`config.mk`:
```
export PLATFORM = sky130hd
export DESIGN_NAME = pwm_duty_compare_flat
export DESIGN_NICKNAME = d
export VERILOG_FILES = /design/src/rtl/pwm_duty_if.sv /design/src/rtl/pwm_duty_compare.sv /design/src/flat_wrapper.sv
export SDC_FILE = /design/constraint.sdc
export NUM_CORES = 1
export LEC_CHECK = 0
export BUFFER_PORTS_ARGS = -buffer_cell sky130_fd_sc_hd__buf_2
export CAP_MARGIN = 20
export CORE_MARGIN = 1.5
export CORE_UTILIZATION = 40
export DETAILED_ROUTE_END_ITERATION = 8
export GPL_TIMING_DRIVEN = 0
export HOLD_SLACK_MARGIN = 0.05
export PLACE_DENSITY = 0.75
export SLEW_MARGIN = 0
export SYNTH_ARGS = -nofsm -noshare
export SYNTH_HDL_FRONTEND = slang
export SYNTH_SLANG_ARGS = --single-unit
```
`constraint.sdc`:
```
create_clock -name clk -period 1.4 [get_ports clk]
set_input_delay 0 -clock clk [delete_from_list [all_inputs] [get_ports clk]]
set_output_delay 0 -clock clk [all_outputs]
set_load 0.02 [all_outputs]
```
`src/rtl/pwm_duty_if.sv`:
```
// Duty-value handshake between the PWM duty source and the compare stage.
interface pwm_duty_if #(
  parameter int CW = 4
);
  logic [CW-1:0] duty_in;
  logic          duty_valid;
  logic          duty_ready;

  modport master (output duty_in, output duty_valid, input duty_ready);
  modport slave  (input duty_in, input duty_valid, output duty_ready);
endinterface

```
`src/rtl/pwm_duty_compare.sv`:
```
// Duty compare stage behind the mod-PERIOD counter: double-buffered duty, registered PWM.
// Optional complementary output with one-cycle dead time when PWM_DEADTIME_EN is defined.
module pwm_duty_compare #(
  parameter int PERIOD = 14,
  parameter int CW     = 4
) (
  input  logic          clk,
  input  logic          reset_n,
  pwm_duty_if.slave     duty,
  input  logic          w,
  input  logic [CW-1:0] q,
  output logic          pwm,
  output logic          pwm_n,
  output logic          period_done,
  output logic          range_err
);

  localparam logic [CW-1:0] PMAX = CW'(PERIOD);
  localparam logic [CW-1:0] LAST = CW'(PERIOD - 1);

  logic          reset_n_q;
  logic          pend_full;
  logic          raw;
  logic [CW-1:0] duty_act;
  logic [CW-1:0] duty_pend;
  logic [CW-1:0] duty_sat;
  logic          in_range;
  logic          bnd;
  logic          accept;

  assign in_range        = (q < PMAX);
  assign bnd             = w && in_range && (q == LAST);
  assign duty.duty_ready = reset_n_q && !pend_full;
  assign accept          = duty.duty_valid && duty.duty_ready;
  assign duty_sat        = (duty.duty_in > PMAX) ? PMAX : duty.duty_in;

  always_ff @(posedge clk) begin
    if (!reset_n) begin
      reset_n_q   <= 1'b0;
      duty_act    <= '0;
      duty_pend   <= '0;
      pend_full   <= 1'b0;
      raw         <= 1'b0;
      period_done <= 1'b0;
      range_err   <= 1'b0;
    end else begin
      reset_n_q <= 1'b1;
      // Ready is low while full, so a boundary swap and an accept never collide.
      if (bnd && pend_full) begin
        duty_act  <= duty_pend;
        pend_full <= 1'b0;
      end else if (accept) begin
        duty_pend <= duty_sat;
        pend_full <= 1'b1;
      end
      raw         <= in_range && (q < duty_act);
      period_done <= bnd;
      if (!in_range) begin
        range_err <= 1'b1;
      end
    end
  end

`ifdef PWM_DEADTIME_EN
  logic raw_q;

  always_ff @(posedge clk) begin
    if (!reset_n) begin
      raw_q <= 1'b0;
    end else begin
      raw_q <= raw;
    end
  end

  // Both outputs need two agreeing samples, giving one all-off cycle per transition.
  assign pwm   = raw && raw_q;
  assign pwm_n = reset_n_q && !raw && !raw_q;
`else
  assign pwm   = raw;
  assign pwm_n = 1'b0;
`endif

endmodule

```
`src/flat_wrapper.sv`:
```
// flat-port wrapper written by rule: the top's interface ports become plain ports
module pwm_duty_compare_flat 
#(
  parameter int PERIOD = 14,
  parameter int CW     = 4
)
  (clk, reset_n, w, q, pwm, pwm_n, period_done, range_err, duty_duty_in, duty_duty_valid, duty_duty_ready);
  pwm_duty_if #(.CW(CW)) duty_i ();
  input  logic clk;
  input  logic reset_n;
  input  logic w;
  input  logic [CW-1:0] q;
  output logic pwm;
  output logic pwm_n;
  output logic period_done;
  output logic range_err;
  input wire logic [$bits(duty_i.duty_in)-1:0] duty_duty_in;
  input wire logic [$bits(duty_i.duty_valid)-1:0] duty_duty_valid;
  output wire logic [$bits(duty_i.duty_ready)-1:0] duty_duty_ready;
  assign duty_i.duty_in = duty_duty_in;
  assign duty_i.duty_valid = duty_duty_valid;
  assign duty_duty_ready = duty_i.duty_ready;
  pwm_duty_compare #(.PERIOD(PERIOD), .CW(CW)) u_core (.clk(clk), .reset_n(reset_n), .duty(duty_i), .w(w), .q(q), .pwm(pwm), .pwm_n(pwm_n), .period_done(period_done), .range_err(range_err));
endmodule
```
* Word level (Yosys, flattened, before mapping) *
Index checks and enable logic that the tools add are counted.

cells by class
  add/subtract/negate cells = 0
  $mul = 0
  divide/modulo/power cells = 0
  magnitude comparators = 3
  equality and inequality tests = 1
  shifts and indexed selects = 0
  multiplexer cells = 2
  bitwise operators = 2
  reductions and logical operators = 9

operators by type and width
  operator              count
  $logic_and A1 B1 Y1   6
  $eq A4 B4 Y1 const B  1
  $gt A4 B4 Y1 const B  1
  $lt A4 B4 Y1          1
  $lt A4 B4 Y1 const B  1
  $mux W4               1
  $not A1 Y1            2
  $reduce_and A2 Y1     1
  $reduce_or A2 Y1      1
  $logic_not A1 Y1      1
  $mux W1               1

storage, ports and cells
  flip-flop bits (word level) = 13
  bits in latches = 0
  memory bits (writable) = 0
  ROM bits = 0
  input bits = 12
  output and inout bits = 5
  memories = 0

* Longest topological paths before layout *
Gate-level depths: netlist of run 1.

  depth after elaboration = 6
  depth in mapped cells = 4
  mapped depth without buffers = 4

* Least setup slack after synthesis of run 1 *
Ideal clock, no wire load.

  path type = register to register
  start point = reg u_core.duty_act[1]
  end point = reg u_core.raw, in the netlist u_core.pwm
  library setup time = 0.060 ns
  data arrival time = 0.981 ns
  required time = 1.340 ns
  slack = 0.359 ns
  stages on the path, launching flop included = 5
  path buffers = 0
  clock period less this slack = 1.041 ns
  cell sequence = dfxtp_1 -> inv_1 -> ha_1 -> a211oi_1 -> o2111a_1

between the ends
  word-level cells in the longest chain between the ends = 2

RTL lines
  item                    line                    source
  start, declared         pwm_duty_compare.sv:24  logic [CW-1:0] duty_act;
  start signal, assigned  pwm_duty_compare.sv:50  duty_act <= duty_pend;
  $lt A4 B4 Y1            pwm_duty_compare.sv:56  raw <= in_range && (q < duty_act);
  $logic_and A1 B1 Y1     pwm_duty_compare.sv:56
  end signal, assigned    pwm_duty_compare.sv:56
  end, declared           pwm_duty_compare.sv:23  logic raw;

Every way passes these cells.
A chain may end at the register's enable or synchronous reset.

* Final worst setup path of run 1 *
  start point = in reset_n
  end point = reg u_core.period_done

RTL lines
  item                  line                    source
  start, declared       flat_wrapper.sv:10      input logic reset_n;
  end signal, assigned  pwm_duty_compare.sv:57  period_done <= bnd;
  end, declared         pwm_duty_compare.sv:14  output logic period_done,

No word-level cell between the ends.

==> flow_summary.rst, run 1 <==
.. list-table::
   :header-rows: 1

   * - Metric
     - Value
   * - Outcome
     - completed
   * - Cell-by-cell trace of the critical path
     - dlygate4sd3_1 -> buf_2 -> inv_2 -> nor4_2 -> dlygate4sd3_1
   * - Synthesized net count
     - 76
   * - Post-synthesis share of cell area spent on full adders, half adders and majority gates
     - 0.0656
   * - Final critical path time including I/O delays and setup
     - about 1.3 ns
   * - Clock Skews
     - 0.00347 ns
   * - Launch point of the worst path
     - reset_n
   * - CP Data Arrival Time
     - around 1.5 ns
   * - Via count of the first global-routing pass
     - 456
   * - Total routing resource utilization after global routing
     - 0.160
   * - Count of filler cells inserted in the layout
     - 118
   * - Largest family of logic cells by synthesized area
     - simple AND/OR/NAND/NOR gates
   * - Area fraction in compound gates after synthesis
     - 0.0678
   * - DRC violation total after the first TritonRoute iteration
     - 5
   * - Number of levels in the clock H-tree
     - 1
   * - Cell taking the most area after synthesis
     - dfxtp_1
   * - Count of antenna diodes in the layout
     - 0
   * - Maximum number of buffers from clock root to sink
     - 2
   * - First-pass GRT wire length
     - 1710 microns
   * - Cell with the largest stage delay on the worst path
     - dlygate4sd3_1
   * - Number of primary I/O pins
     - 17
   * - Simple-Gate Fraction of Synth Area
     - 0.214
   * - Number of distinct library cells after synthesis
     - 22
   * - Clock-pin slew reported for the worst setup and hold paths after clock tree synthesis
     - around 0.080 ns
   * - CP dominant cell by count
     - dlygate4sd3_1
   * - Number of warnings issued by yosys
     - 0
   * - Final hold violations
     - 0
   * - Largest net degree at the start of global routing
     - 11
   * - Maximum vdd drop
     - between 0.0006 and 0.0007 V
   * - Total wirelength of the detailed-routed design
     - approximately 1000 microns
   * - Maximum fanout count along the critical path
     - 5
   * - CTS root buffer
     - clkbuf_4
   * - Reg2reg start
     - u_core.duty_act[1]
   * - Via count normalized by instance count
     - roughly 4.7
   * - Die Y-Extent
     - ~41 microns
   * - Top post-synthesis cells by count
     - dfxtp_1 (13), nand2_1 (9), mux2i_1 (7), inv_1 (6), nor2_1 (4)
   * - Post-synth top flop
     - dfxtp_1
   * - Syn Area/Cell
     - roughly 9.4 sq um
   * - Worst min-delay path category
     - in2reg
   * - Sequential area share after synthesis
     - 0.455
   * - # Max-Cap Violations
     - 0
   * - Yosys reg bits
     - 13
   * - Clock sink count
     - 13
   * - Worst Min Path Start
     - q[2]
   * - Source-to-sink clock delay at the later pin of the worst-skew pair
     - roughly 0.27 ns
   * - Peak Freq
     - between 700 and 800 MHz
   * - Met3 Track Usage GR
     - 0.0326
   * - Remaining antenna violation count
     - 0
   * - Row count
     - 13
   * - Starting density of the core
     - 0.434
   * - Post-synthesis cell count
     - between 60 and 70
   * - Synth async-reset ratio
     - 0
   * - Wire length per cell
     - roughly 9.7 microns
   * - Stage delay of the slowest cell on the critical path
     - 0.57 ns
   * - Number of port buffers
     - 15
   * - Met1 track demand over resource in global routing
     - 0.193
   * - Required time of the critical path
     - ~1.6 ns
   * - Number of antenna violations at the first check in global routing
     - 0
   * - Area occupied by multi-input gates
     - between 200 and 300 sq um
   * - Most frequently used cell type in the post-synthesis netlist
     - dfxtp_1
   * - Cell types with the largest area share after synthesis
     - dfxtp_1 (46%), mux2i_1 (12%), ha_1 (6.6%)
   * - Overflow left after global routing
     - 0
   * - Cell area power density
     - 921 nW/um^2
   * - Setup Total Neg Slack
     - 0 ns
   * - Xor-xnor portion of the synthesized cell area
     - 0
   * - Synthesized area
     - roughly 570 sq um
   * - Via total after detailed routing
     - roughly 500
   * - Standard cell core area
     - between 1000 and 1500 sq um
   * - DRC
     - 0
   * - Sum of net half-perimeters after detailed placement
     - about 750 microns
   * - Number of buffers inserted during clock tree synthesis
     - 3
   * - Category of the worst setup path launch point
     - input port
   * - Die ar.
     - ~1700 sq um
   * - Setup repair after global routing missed its margin
     - false
   * - Utilization of the core after routing
     - 0.591
   * - Setup fix buffers added after clock tree synthesis
     - 0
   * - Die boundary width
     - 40.8 microns
   * - Final GP Congestion
     - ~0.77
   * - Sequential cell area in the final layout
     - about 260 sq um
   * - Most utilized layer in the global route result
     - met2
   * - Number of synthesized flops with an enable pin
     - 0
   * - Synthesis-to-finish area growth
     - 36.1%
   * - Clock tree from TritonCTS
     - yes
   * - LEAKAGE
     - around 0.00033 uW
   * - Part of the cycle the worst path needs
     - 0.927
   * - Portion of netlist area occupied by mux cells
     - 0.123
   * - Pre-Repair DR Iteration Count
     - 4
   * - Final-stage net count
     - about 100
   * - Category of the critical setup timing path
     - in2reg
   * - Total count of max-transition violations in the final report
     - 0
   * - Critical Path Sink Type
     - flip-flop
   * - Met2 layer usage reported by global route
     - 0.254
   * - Setup violators final
     - 0
   * - Synth top area share
     - 0.455
   * - Share of cells above drive strength 1
     - 0.273
## path summary, 6_finish.rpt
check                             to  slack, ns  cells after the start
hold reg to reg     u_core.range_err       0.46                      2
setup reg to reg          u_core.pwm       0.29                      4
hold / removal      u_core.range_err       0.06                      3
setup / recovery  u_core.period_done       0.10                      5
## worst max-delay path, delay by kind of cell
family / cells / cell delay, ns
buf+inv: 4 / 1.29
simple gates: 1 / 0.23
## layout by cell type, fill, tap and decap left out
cell           instances
buf_4                  1
nor2_1                 4
dlygate4sd3_1          8
nor2b_1                1
a211oi_1               1
o2111a_1               1
o21ai_0                3
nor4_2                 1
nor4b_4                1
nand4_1                1
clkbuf_4               3
inv_2                  1
nand2b_1               1
inv_1                  5
nand2_1                9
mux2i_1                7
nand3_1                2
buf_2                 16
and3b_1                1
ha_1                   3
a21oi_1                1
clkbuf_1               2
nand2_2                1
conb_1                 1
dfxtp_1               13
## what timing repair did
item / in CTS / in global routing
hold endpoints to repair: 8 / 0
resized for setup: 0 / 2
hold buffers: 8 / 0
endpoints found under the setup margin: 0 / 1
## per-layer routing
metal,wire length [microns],vias up
met5,0,-
met4,25,0
met3,26,5
met2,433,11
met1,518,218
li1,-,254
## power by group
part,internal [uW],total [uW],switching (uW)
registers,382,388,5.63
logic,50.6,100,49.9
clock network,110,229,118
## state kept, by name, indices dropped and copies added, names as in the netlist
signal and count:
u_core.duty_pend 4, u_core.pend_full 1, u_core.pwm 1, u_core.period_done 1
u_core.range_err 1, u_core.reset_n_q 1, u_core.duty_act 4
## kinds of logic (layout without fill, tap and decap cells)
logic type               count (synthesis)  in the layout
other                                    1              1
adder cells (fa/ha/maj)                  3              3
multiplexers                             7              7
AO/OA/AOI/OAI                            6              6
buffers and inverters                    9             36
AND/OR/NAND/NOR                         22             22
flip-flops                              13             13
## cell type report
class,count,share of cell area
timing repair buffer,23,0.199
sequential,13,0.334
tap,15,0.0241
clock buffer,4,0.0338
inverter,6,0.0289
multi-input combinational,39,0.359
buffer,3,0.0209
## stage by stage
stage | std cells | total power, uW | setup slack (ns) | area, sq um | hold WS [ns]
2_1_floorplan | 61 | 446 | 0.359 | 572 | 0.0277
5_1_grt | 103 | 750 | 0.0453 | 778 | 0.0796
4_1_cts | 103 | 723 | 0.0640 | 772 | 0.0606
3_3_place_gp | 91 | 478 | 0.310 | 666 | 0.142
6_report | 103 | 717 | 0.102 | 778 | 0.0632
3_5_place_dp | 91 | 480 | 0.300 | 666 | 0.144
(Power assumes the default switching activity.)
==> run 2, diff against run 1 <==
--- a/config.mk
+++ b/config.mk
@@ -9,6 +9,7 @@
 export CAP_MARGIN = 20
 export CORE_MARGIN = 1.5
 export CORE_UTILIZATION = 40
+export CTS_BUF_LIST = sky130_fd_sc_hd__clkbuf_16
 export DETAILED_ROUTE_END_ITERATION = 8
 export GPL_TIMING_DRIVEN = 0
 export HOLD_SLACK_MARGIN = 0.05
==> run 2 against run 1 <==
Total power grew 39%. Largest cell class unchanged. First-iteration DRC count grew 100%. Die area is the same. Utilization grew 2.0 points. Clock power grew 120%. Critical endpoint is now u_core.duty_act[2]. Cell area grew 3.4%.
==> flow_summary.rst, run 2 (synthesis gave the netlist of run 1 again) <==
.. list-table::
   :header-rows: 1

   * - Metric
     - Value
   * - Final hold violations
     - 0 (unchanged)
   * - Setup Total Neg Slack
     - 0 ns (unchanged)
   * - Number of buffers inserted during clock tree synthesis
     - 3 (unchanged)
   * - Setup WS post-layout
     - 0.147 ns (+0.0447 ns)
   * - Most common cell after layout, fill and taps aside
     - buf_2
   * - Count of filler cells inserted in the layout
     - 111 (-5.9%)
   * - CP Data Arrival Time
     - 1.42 ns (-0.10 ns)
   * - Starting density of the core
     - 0.434 (unchanged)
   * - Clock tree from TritonCTS
     - yes
   * - Via count of the first global-routing pass
     - 463 (+1.5%)
   * - Cell with the largest stage delay on the worst path
     - dlygate4sd3_1
   * - Final GP Congestion
     - 0.768 (unchanged)
   * - Clock sink count
     - 13 (unchanged)
   * - Clock Skews
     - 0.000909 ns (-0.00256 ns)
   * - Most utilized layer in the global route result
     - met2
   * - Clock-pin slew reported for the worst setup and hold paths after clock tree synthesis
     - 0.04 ns (-0.04 ns)
   * - Met3 Track Usage GR
     - 0.0489 (+0.0163)
   * - First-pass GRT wire length
     - 1710 microns (unchanged)
   * - Most frequent cells in the layout
     - buf_2 (16), dfxtp_1 (13), nand2_1 (9)
   * - Setup repair after global routing missed its margin
     - false
   * - Critical Path Sink Type
     - flip-flop
   * - Overflow left after global routing
     - 0 (unchanged)
   * - LEAKAGE
     - 0.000348 uW (+5.1%)
   * - Final Power
     - 999 uW (+39%)
   * - Sequential cell area in the final layout
     - 260 sq um (unchanged)
   * - Row count
     - 13 (unchanged)
   * - Number of primary I/O pins
     - 17 (unchanged)
   * - Standard cell core area
     - 1320 sq um (unchanged)
   * - Total wirelength of the detailed-routed design
     - 1020 microns (+1.8%)
   * - Category of the critical setup timing path
     - in2reg
   * - Setup violators final
     - 0 (unchanged)
   * - Share of cells above drive strength 1
     - 0.256 (-0.0169)
   * - Buffers plus inverters on the worst setup path
     - 2 (-2)
   * - Area occupied by multi-input gates
     - 273 sq um (-2.2%)
   * - Number of instances resized during post-cts repair
     - 0 (unchanged)
   * - DRC violation total after the first TritonRoute iteration
     - 10 (+5)
   * - Category of cells accounting for the largest share of critical-path delay
     - buffers and inverters
   * - Total routing resource utilization after global routing
     - 0.156 (-0.00339)
   * - Cell area power density
     - 1240 nW/um^2 (+35%)
   * - Die Y-Extent
     - 40.8 microns (unchanged)
   * - Minimum hold slack
     - 0.0706 ns (+0.00736 ns)
   * - Final-stage net count
     - 102 (-1.9%)
   * - Stage delay of the slowest cell on the critical path
     - 0.53 ns (-0.04 ns)
   * - Largest net degree at the start of global routing
     - 11 (unchanged)
   * - Number of antenna violations at the first check in global routing
     - 0 (unchanged)
   * - Count of antenna diodes in the layout
     - 0 (unchanged)
   * - Via total after detailed routing
     - 485 (-0.61%)
   * - Wire length per cell
     - 10.1 microns (+3.8%)
   * - Number of port buffers
     - 15 (unchanged)
   * - Die boundary width
     - 40.8 microns (unchanged)
   * - Maximum number of buffers from clock root to sink
     - 2 (unchanged)
   * - Peak Freq
     - 798 MHz (+3.6%)
   * - DRC
     - 0 (unchanged)
   * - Top flop regs
     - u_core.duty_act x4, u_core.duty_pend x4
   * - Utilization of the core after routing
     - 0.611 (+0.0199)
   * - Number of levels in the clock H-tree
     - 1 (unchanged)
   * - Cell-by-cell trace of the critical path
     - dlygate4sd3_1 -> buf_2 -> nor4b_4 -> mux2i_1
   * - Via count normalized by instance count
     - 4.80 (+1.4%)
   * - Met1 track demand over resource in global routing
     - 0.187 (-0.00667)
   * - Pre-Repair DR Iteration Count
     - 4 (unchanged)
   * - Synthesis-to-finish area growth
     - 40.7%
   * - Part of the cycle the worst path needs
     - 0.895 (-0.0319)
   * - Category of the worst setup path launch point
     - input port
   * - Met2 layer usage reported by global route
     - 0.262 (+0.00781)
   * - Required time of the critical path
     - 1.56 ns (-0.06 ns)
   * - Sum of net half-perimeters after detailed placement
     - 750 microns (unchanged)
   * - # Max-Cap Violations
     - 0 (unchanged)
   * - CTS root buffer
     - clkbuf_16
   * - Worst min-delay path category
     - in2reg
   * - Maximum vdd drop
     - 0.000806 V (+27%)
   * - Final critical path time including I/O delays and setup
     - 1.25 ns (-0.0447 ns)
   * - Worst-case register-to-register setup slack
     - 0.29 ns (about the same)
   * - Remaining antenna violation count
     - 0 (unchanged)
   * - Pre-CTS setup slack
     - 0.300 ns (unchanged)
   * - Total count of max-transition violations in the final report
     - 0 (unchanged)
   * - Source-to-sink clock delay at the later pin of the worst-skew pair
     - 0.23 ns (-0.04 ns)
   * - Outcome
     - completed
   * - Die ar.
     - 1670 sq um (unchanged)
   * - Maximum fanout count along the critical path
     - 5 (unchanged)
-- run 2: changes by cell type in the layout (fill, tap and decap cells not counted), sizes merged --
cell	previous run	this run
clkbuf	5	4
dlygate4sd3	8	6
inv	6	7
-- run 2: cell type report --
type                    instances  area share
repair buffers                 21       0.168
clock buffers                   3      0.0933
multi-input cells              39       0.339
inverters                       6      0.0280
clock inverters                 1     0.00467
well taps                      15      0.0233
plain buffers                   3      0.0202
flip-flops and latches         13       0.323
-- run 2: power breakdown --
group | internal [uW] | switching (uW)
clock network | 375 | 138
registers | 385 | 5.71
logic | 48.1 | 48.7
-- run 2: what timing repair did --
item / 4_1_cts / 5_1_grt
buffers inserted: 0 / 0
hold endpoints to repair: 6 / 0
hold buffers: 6 / 0
-- run 2: path summary, 6_finish.rpt --
check	cells after the start	from	end
setup / recovery	4	q[1]	u_core.duty_act[2]
hold / removal	3	q[3]	u_core.period_done
setup reg to reg	4	u_core.duty_act[1]	u_core.pwm
hold reg to reg	2	u_core.range_err	u_core.range_err
-- run 2: stage by stage --
stage	cells	area, sq um
after floorplan	61	572
after detailed placement	91	666
after global routing	101	805
after CTS	101	805
after global placement	91	666
final	101	805
-- run 2: worst min-delay path, cell delays in order --
cell and delay (ns):
buf_2 0.12, nand2_2 0.09, nor4_1 0.05
-- run 2: per-layer routing --
metal  vias to the layer above  share of wire  routed length (microns)
met5                         -              0                        0
met1                       216           0.47                      477
li1                        251              -                        -
met3                         3          0.043                       44
met2                        15           0.48                      489
met4                         0         0.0098                       10
